## src/rtl/cmul_seq_ctrl.sv

```systemverilog
// Complex multiplier sequencer: drives one external WxW unsigned multiplier over four cycles.
// Optional macro CMUL_CONJ_EN adds a conj input selecting A*conj(B).
module cmul_seq_ctrl #(
    parameter int unsigned W = 4
) (
    input  logic              clk,
    input  logic              rst_n,
    input  logic              in_valid_i,
    output logic              in_ready_o,
    input  logic [W-1:0]      ar_i,
    input  logic [W-1:0]      ai_i,
    input  logic [W-1:0]      br_i,
    input  logic [W-1:0]      bi_i,
`ifdef CMUL_CONJ_EN
    input  logic              conj_i,
`endif
    output logic [W-1:0]      mul_a_o,
    output logic [W-1:0]      mul_b_o,
    input  logic [2*W-1:0]    mul_p_i,
    output logic              out_valid_o,
    input  logic              out_ready_i,
    output logic [2*W+1:0]    re_o,
    output logic [2*W+1:0]    im_o
);

    localparam int unsigned OW = 2 * W + 2;

    typedef enum logic [2:0] {
        StIdle,
        StP0,
        StP1,
        StP2,
        StP3,
        StDone
    } state_e;

    state_e          state_q, state_d;
    logic [W-1:0]    ar_q, ai_q, br_q, bi_q;
    logic [OW-1:0]   re_acc_q, re_acc_d;
    logic [OW-1:0]   im_acc_q, im_acc_d;
    logic [OW-1:0]   re_q, re_d;
    logic [OW-1:0]   im_q, im_d;
    logic [OW-1:0]   prod_ext;
    logic            capture;
    logic            conj_s;

`ifdef CMUL_CONJ_EN
    logic conj_q;

    always_ff @(posedge clk or negedge rst_n) begin
        if (!rst_n) begin
            conj_q <= 1'b0;
        end else if (capture) begin
            conj_q <= conj_i;
        end
    end

    assign conj_s = conj_q;
`else
    assign conj_s = 1'b0;
`endif

    assign prod_ext = {2'b00, mul_p_i};

    always_comb begin
        state_d     = state_q;
        capture     = 1'b0;
        in_ready_o  = 1'b0;
        out_valid_o = 1'b0;
        mul_a_o     = '0;
        mul_b_o     = '0;
        re_acc_d    = re_acc_q;
        im_acc_d    = im_acc_q;
        re_d        = re_q;
        im_d        = im_q;

        unique case (state_q)
            StIdle: begin
                in_ready_o = 1'b1;
                if (in_valid_i) begin
                    capture = 1'b1;
                    state_d = StP0;
                end
            end
            StP0: begin
                mul_a_o  = ar_q;
                mul_b_o  = br_q;
                re_acc_d = prod_ext;
                state_d  = StP1;
            end
            StP1: begin
                mul_a_o  = ai_q;
                mul_b_o  = bi_q;
                re_acc_d = conj_s ? re_acc_q + prod_ext : re_acc_q - prod_ext;
                state_d  = StP2;
            end
            StP2: begin
                mul_a_o  = ar_q;
                mul_b_o  = bi_q;
                im_acc_d = conj_s ? -prod_ext : prod_ext;
                state_d  = StP3;
            end
            StP3: begin
                mul_a_o  = ai_q;
                mul_b_o  = br_q;
                im_acc_d = im_acc_q + prod_ext;
                // Result registers load here so re/im stay stable through DONE and IDLE.
                re_d     = re_acc_q;
                im_d     = im_acc_q + prod_ext;
                state_d  = StDone;
            end
            StDone: begin
                out_valid_o = 1'b1;
                if (out_ready_i) begin
                    in_ready_o = 1'b1;
                    capture    = in_valid_i;
                    state_d    = in_valid_i ? StP0 : StIdle;
                end
            end
            default: begin
                state_d = StIdle;
            end
        endcase
    end

    always_ff @(posedge clk or negedge rst_n) begin
        if (!rst_n) begin
            state_q  <= StIdle;
            ar_q     <= '0;
            ai_q     <= '0;
            br_q     <= '0;
            bi_q     <= '0;
            re_acc_q <= '0;
            im_acc_q <= '0;
            re_q     <= '0;
            im_q     <= '0;
        end else begin
            state_q  <= state_d;
            re_acc_q <= re_acc_d;
            im_acc_q <= im_acc_d;
            re_q     <= re_d;
            im_q     <= im_d;
            if (capture) begin
                ar_q <= ar_i;
                ai_q <= ai_i;
                br_q <= br_i;
                bi_q <= bi_i;
            end
        end
    end

    assign re_o = re_q;
    assign im_o = im_q;

endmodule

```

## config.mk

```make
export PLATFORM = sky130hd
export DESIGN_NAME = cmul_seq_ctrl
export DESIGN_NICKNAME = d
export VERILOG_FILES = /design/src/rtl/cmul_seq_ctrl.sv
export SDC_FILE = /design/constraint.sdc
export NUM_CORES = 1
export LEC_CHECK = 0
export CAP_MARGIN = 20
export CORE_ASPECT_RATIO = 0.7
export CORE_UTILIZATION = 25
export CTS_CLUSTER_DIAMETER = 150
export CTS_CLUSTER_SIZE = 8
export DETAILED_ROUTE_END_ITERATION = 10
export GPL_TIMING_DRIVEN = 0
export SLEW_MARGIN = 15
export SYNTH_ARGS = -nofsm -noshare
export SYNTH_HDL_FRONTEND = slang
export SYNTH_SLANG_ARGS = --single-unit
```

## constraint.sdc

```tcl
create_clock -name clk -period 4.9 [get_ports clk]
set_input_delay 0.98 -clock clk [delete_from_list [all_inputs] [get_ports clk]]
set_output_delay 0.98 -clock clk [all_outputs]
set_load 0.05 [all_outputs]
```

# Yosys cells after proc, flatten, opt, wreduce, memory -nomap -nowiden
# Index checks and enable logic that the tools add are counted.
[word_totals] reg_bits=59
[classes] n_addsub=2 eq_ne=7 mux=14 reduce_logical=8
[ops] operator="$pmux W10 S2" n=2
[ops] operator="$pmux W3 S6" n=1
[ops] operator="$pmux W4 S2" n=2
[ops] operator="$add A10 B8 Y10" n=1
[ops] operator="$sub A10 B8 Y10" n=1
[ops] operator="$reduce_or A2 Y1" n=4
[ops] operator="$eq A3 B2 Y1 const B" n=2
[ops] operator="$eq A3 B3 Y1 const B" n=2
[ops] operator="$mux W3" n=2
[ops] operator="$mux W1" n=5
[ops] operator="$ne A2 B2 Y1 const B" n=2
[ops] operator="$pmux W1 S2" n=2
[ops] operator="$reduce_bool A2 Y1" n=2
[ops] operator="$eq A3 B1 Y1 const B" n=1
[ops] operator="$logic_not A3 Y1" n=1
[ops] operator="$reduce_and A2 Y1" n=1

# Depth between registers and ports, before layout
# Gate-level depths: netlist of run 1.
[depth] ltp_word=3 ltp_mapped=8 depth_no_buf=8

# Least setup slack after synthesis of run 1
# No wires, ideal clock.
[synth_path] path_kind="flip-flop to output port" startpoint="register state_q[2]" endpoint="output port mul_b_o[0]" arrival_time_ns=1.922 setup_slack_ns=1.998 stages_incl_launch_ff=5 path_buffers=1 path_cell_list="dfrtp_1 buf_4 xor2_1 nand2_1 o21ai_0"
[synth_via] elab_chain_len=3
[synth_rtl] element="start: declaration" line="37" source="state_e state_q, state_d;"
[synth_rtl] element="start signal: assignment" line="128" source="state_q <= StIdle;"
[synth_rtl] element="start signal: assignment" line="138" source="state_q <= state_d;"
[synth_rtl] element="$eq A3 B3 Y1, or another cell as far along" line="77" source="unique case (state_q)"
[synth_rtl] element="$reduce_or A2 Y1 (no source line)"
[synth_rtl] element="$pmux W4 S2 *" line="77"
[synth_rtl] element="end: declaration" line="18" source="output logic [W-1:0] mul_b_o,"
# Every way passes the cells marked *; elsewhere a longest branch is shown, timed or not.

# Worst setup path after layout of run 1
[layout_path] startpoint="input port out_ready_i" endpoint="output port in_ready_o"
[layout_via] elab_chain_len=2
[layout_rtl] element="start: declaration" line="21" source="input logic out_ready_i,"
[layout_rtl] element="$mux W1" line="114" source="if (out_ready_i) begin"
[layout_rtl] element="$pmux W1 S2" line="77"
[layout_rtl] element="end: declaration" line="9" source="output logic in_ready_o,"
# Every way passes these cells.

==> results of run 1 <==
[area by class of cell]
cell class	count	area (um^2)	area share, %
Buffer	13	96.3	2.18
Inverter	15	56.3	1.28
Clock inverter	2	10.0	0.227
Multi-Input combinational cell	246	1710	38.8
Tap cell	162	203	4.59
Clock buffer	14	264	5.98
Sequential cell	59	1480	33.4
Timing Repair Buffer	58	596	13.5
[critical path, delay by kind of cell]
family	cells	cell delay (ns)
simple gates	2	0.20
compound gates	1	0.19
buf+inv	2	1.31
[worst paths after layout]
kind / start / endpoint / slack [ns] / cells past startpoint
min: re_o[6] / re_o[6] / 0.47 / 2
min reg2reg: re_o[6] / re_o[6] / 0.47 / 2
max reg2reg: im_acc_q[0] / im_o[8] / 2.72 / 8
max in group asynchronous: rst_n / re_acc_q[2] / 3.90 / 2
min in group asynchronous: rst_n / im_o[4] / 0.51 / 1
max: out_ready_i / in_ready_o / 1.23 / 5
[cells by family after synthesis]
kind of cell,after synthesis
AND/OR/NAND/NOR,112
AO/OA/AOI/OAI,83
flip-flops,59
buffers and inverters,28
multiplexers,25
adder cells (fa/ha/maj),18
XOR/XNOR,8
[placed cells by master, fill, tap and decap left out, types with 3 or more instances in the layout]
cell | synthesis | layout
a211oi_1 | 5 | 5
a21oi_1 | 9 | 9
nand2_1 | 62 | 62
buf_2 | 7 | 7
nor2b_1 | 6 | 6
nor3_1 | 6 | 6
mux2i_1 | 5 | 5
nand2b_1 | 3 | 3
a22oi_1 | 3 | 3
inv_1 | 15 | 15
o221ai_1 | 4 | 4
xnor2_1 | 3 | 3
clkbuf_16 | 0 | 9
o21ai_0 | 25 | 25
a21o_1 | 5 | 5
mux2_4 | 10 | 10
a32o_1 | 4 | 4
o21a_1 | 7 | 7
ha_1 | 16 | 16
mux2_2 | 10 | 10
clkdlybuf4s50_1 | 0 | 56
clkbuf_1 | 2 | 5
xor2_1 | 5 | 5
a221o_1 | 3 | 3
dfrtp_1 | 59 | 59
nor2_1 | 20 | 20
[power by group]
part / internal (mW) / switching, mW
Combinational: 0.800 / 1.21
Sequential: 0.730 / 0.141
Clock: 0.368 / 0.206
[stage by stage]
step / area (um^2) / power (mW) / utilization, %
2_1_floorplan: 3340 / 2.31 / -
3_3_place_gp: 4120 / 2.83 / 32.4
3_5_place_dp: 4140 / 2.89 / 32.5
4_1_cts: 4410 / 3.49 / 34.7
5_1_grt: 4410 / 3.69 / 34.7
6_report: 4410 / 3.45 / 34.7
[metal layers]
layer	vias up	global-route usage [%]	share of wire [%]
met1	1310	18.7	50
met5	-	0	0
met2	74	19.8	43
met4	0	3.04	0
li1	1318	-	-
met3	0	4.62	7.0
[state kept, by name (all words and copies together) (netlist names)]
name / count
state_q: 3
re_o: 10
re_acc_q: 10
ai_q: 4
ar_q: 4
im_o: 10
bi_q: 4
im_acc_q: 10
br_q: 4
==> summary.txt, run 1 <==
Routing
  – Remaining antenna violation count: 0
  – DRT iter0 DRCs: between 100 and 150
  – Wire per inst: between 10 and 15 um
  – Post-Route WL: ~8500 um
  – Drt via density: 4.75
  – Vias: around 2.7k
  – 1st-pass router iterations: 4
  – Residual DRC: 0

Yosys
  – Mapped Avg Cell Area: 10.0 um^2
  – Synth Area in Adders: under 10%
  – Mapped Cells: 333
  – Mux contribution to synthesized area: 9.36%
  – Top cells by count, synth: 62 x nand2_1, 59 x dfrtp_1, 25 x o21ai_0
  – Dominant cells by area after synthesis: dfrtp_1 44%, nand2_1 7.0%, ha_1 6.0%, mux2_4 4.5%, o21ai_0 3.7%
  – Share of the synthesized area in the top cell type: roughly 44%
  – Xor and xnor area share after synthesis: under 10%
  – Most used DFF post-synth: dfrtp_1
  – Asr flop ratio synth: 100%
  – Post-synth EDFFs: 0
  – Simple-gate share of the synthesized area: approximately 15%
  – Yosys reg bits: 59
  – Ys Warns: 0
  – Mapped cell area: around 0.0033 mm^2
  – Mapped Nets: around 380
  – Synth unique cells: 53
  – Main combinational cell family by area after synthesis: compound AO/OA/AOI/OAI gates
  – Sequential share of the synthesized area: ~44%
  – Compound-gate portion of the synthesized area: ~17%
  – Yosys top cell by area: dfrtp_1
  – Most frequent cell after synthesis: nand2_1

Floorplanning
  – Initial Utilization: between 20% and 30%
  – Die Y: 98.7 um
  – Die area: approximately 0.014 mm^2
  – Core Box Area: between 0.01 and 0.015 mm^2
  – Die width: 140 um
  – # rows: 34
  – IO Pins: a little under 60

Timing
  – Final hold vios: 0
  – Period utilisation layout: about three quarters
  – RSZ-0062 raised after global routing: no
  – Final worst setup slack: between 1 and 1.5 ns
  – Worst Tran Pin Value: roughly 0.54 ns
  – Max-slew headroom: between 60% and 70%
  – Final slew viol count: 0
  – F_max: 0.273 GHz
  – Crit path time final: 3.67 ns
  – Worst hold slack: ~0.47 ns
  – Fin Clk Skew: just over 0.006 ns
  – Final setup fails: 0
  – Setup tns final: 0 ns

Setup path
  – CP Data Arrival Time: 2.69 ns
  – CP cell instances: clkdlybuf4s50_1 -> and2_4 -> nand2_1 -> a21oi_2 -> clkdlybuf4s50_1
  – CP Data Required Time: 3.92 ns
  – CP Launch Type: primary input
  – CP Class: in -> out
  – CP max FO: 2
  – Most frequent CP cell: clkdlybuf4s50_1
  – Crit-path max cell delay: between 0.8 and 0.9 ns
  – Slowest library cell on the worst path: clkdlybuf4s50_1
  – Worst setup EP type: output port

Global route
  – All-Layer GR Usage: between 10% and 20%
  – Vias in the first global route: around 2.7k
  – Final global-route overflow total: 0
  – First-pass GRT wire length: 14,200 um
  – Pin count of the biggest net entering global routing: 48
  – Initial antenna violation count: 0

Clocking
  – CTS tree: built
  – Clock root cell: clkbuf_16
  – CTS resizes: 0
  – Worst-path clk slew: 0.05 ns
  – Post-CTS Hold Buffers: 0
  – H-tree levels: 3
  – Setup Buffers After CTS: 0
  – Clock sinks: 59
  – CTS max path bufs: 2
  – Num CTS Buffers: 9
  – Worst skew pair latency: around 0.32 ns

Finish
  – Number of fill cells: between 1k and 1.5k
  – Non-filler cells, final: 569
  – Final #Nets: roughly 450
  – Ratio of cells with drive above 1 in the final layout: roughly an eighth
  – Layout area overhead: 32.1%
  – N_diodes: 0

Pwr
  – Power Dens Cells: 782 mW/mm^2
  – Worst VDD drop: ~580 uV
  – LEAKAGE: roughly 2 nW

Hold path
  – HP Class: reg -> reg

Placement
  – Dpl ws: between 1 and 1.5 ns
  – Number of port buffers: 57
  – Gpl congestion: 0.820
  – Cells after DPL: between 500 and 600
  – HPWL after DPL: ~6500 um

Outcome
  – Status: finished, final reports clean

Job
  – Max_cap viols: 0
Power figures use the tool's default switching activity.
==> inputs of run 2 (changes only) <==
==> constraint.sdc (replaced) <==
create_clock -name clk -period 3.45 [get_ports clk]
set_input_delay 0.69 -clock clk [delete_from_list [all_inputs] [get_ports clk]]
set_output_delay 0.69 -clock clk [all_outputs]
set_load 0.05 [all_outputs]
==> results of run 2 <==
The final DEF is identical to that of run 1. Status: finished, final reports clean.
Main changes from that run: setup slack after placement 1.23 ns -> 0.343 ns; setup slack after layout 1.23 ns -> 0.278 ns; hold slack 0.470 ns -> 0.217 ns; start point of the critical path out_ready_i -> state_q[1]; end point of the critical path in_ready_o -> mul_a_o[1]; register-to-register setup slack 2.72 ns -> 1.27 ns; total power 3.45 mW -> 4.90 mW; worst IR drop on VDD 579 uV -> 823 uV
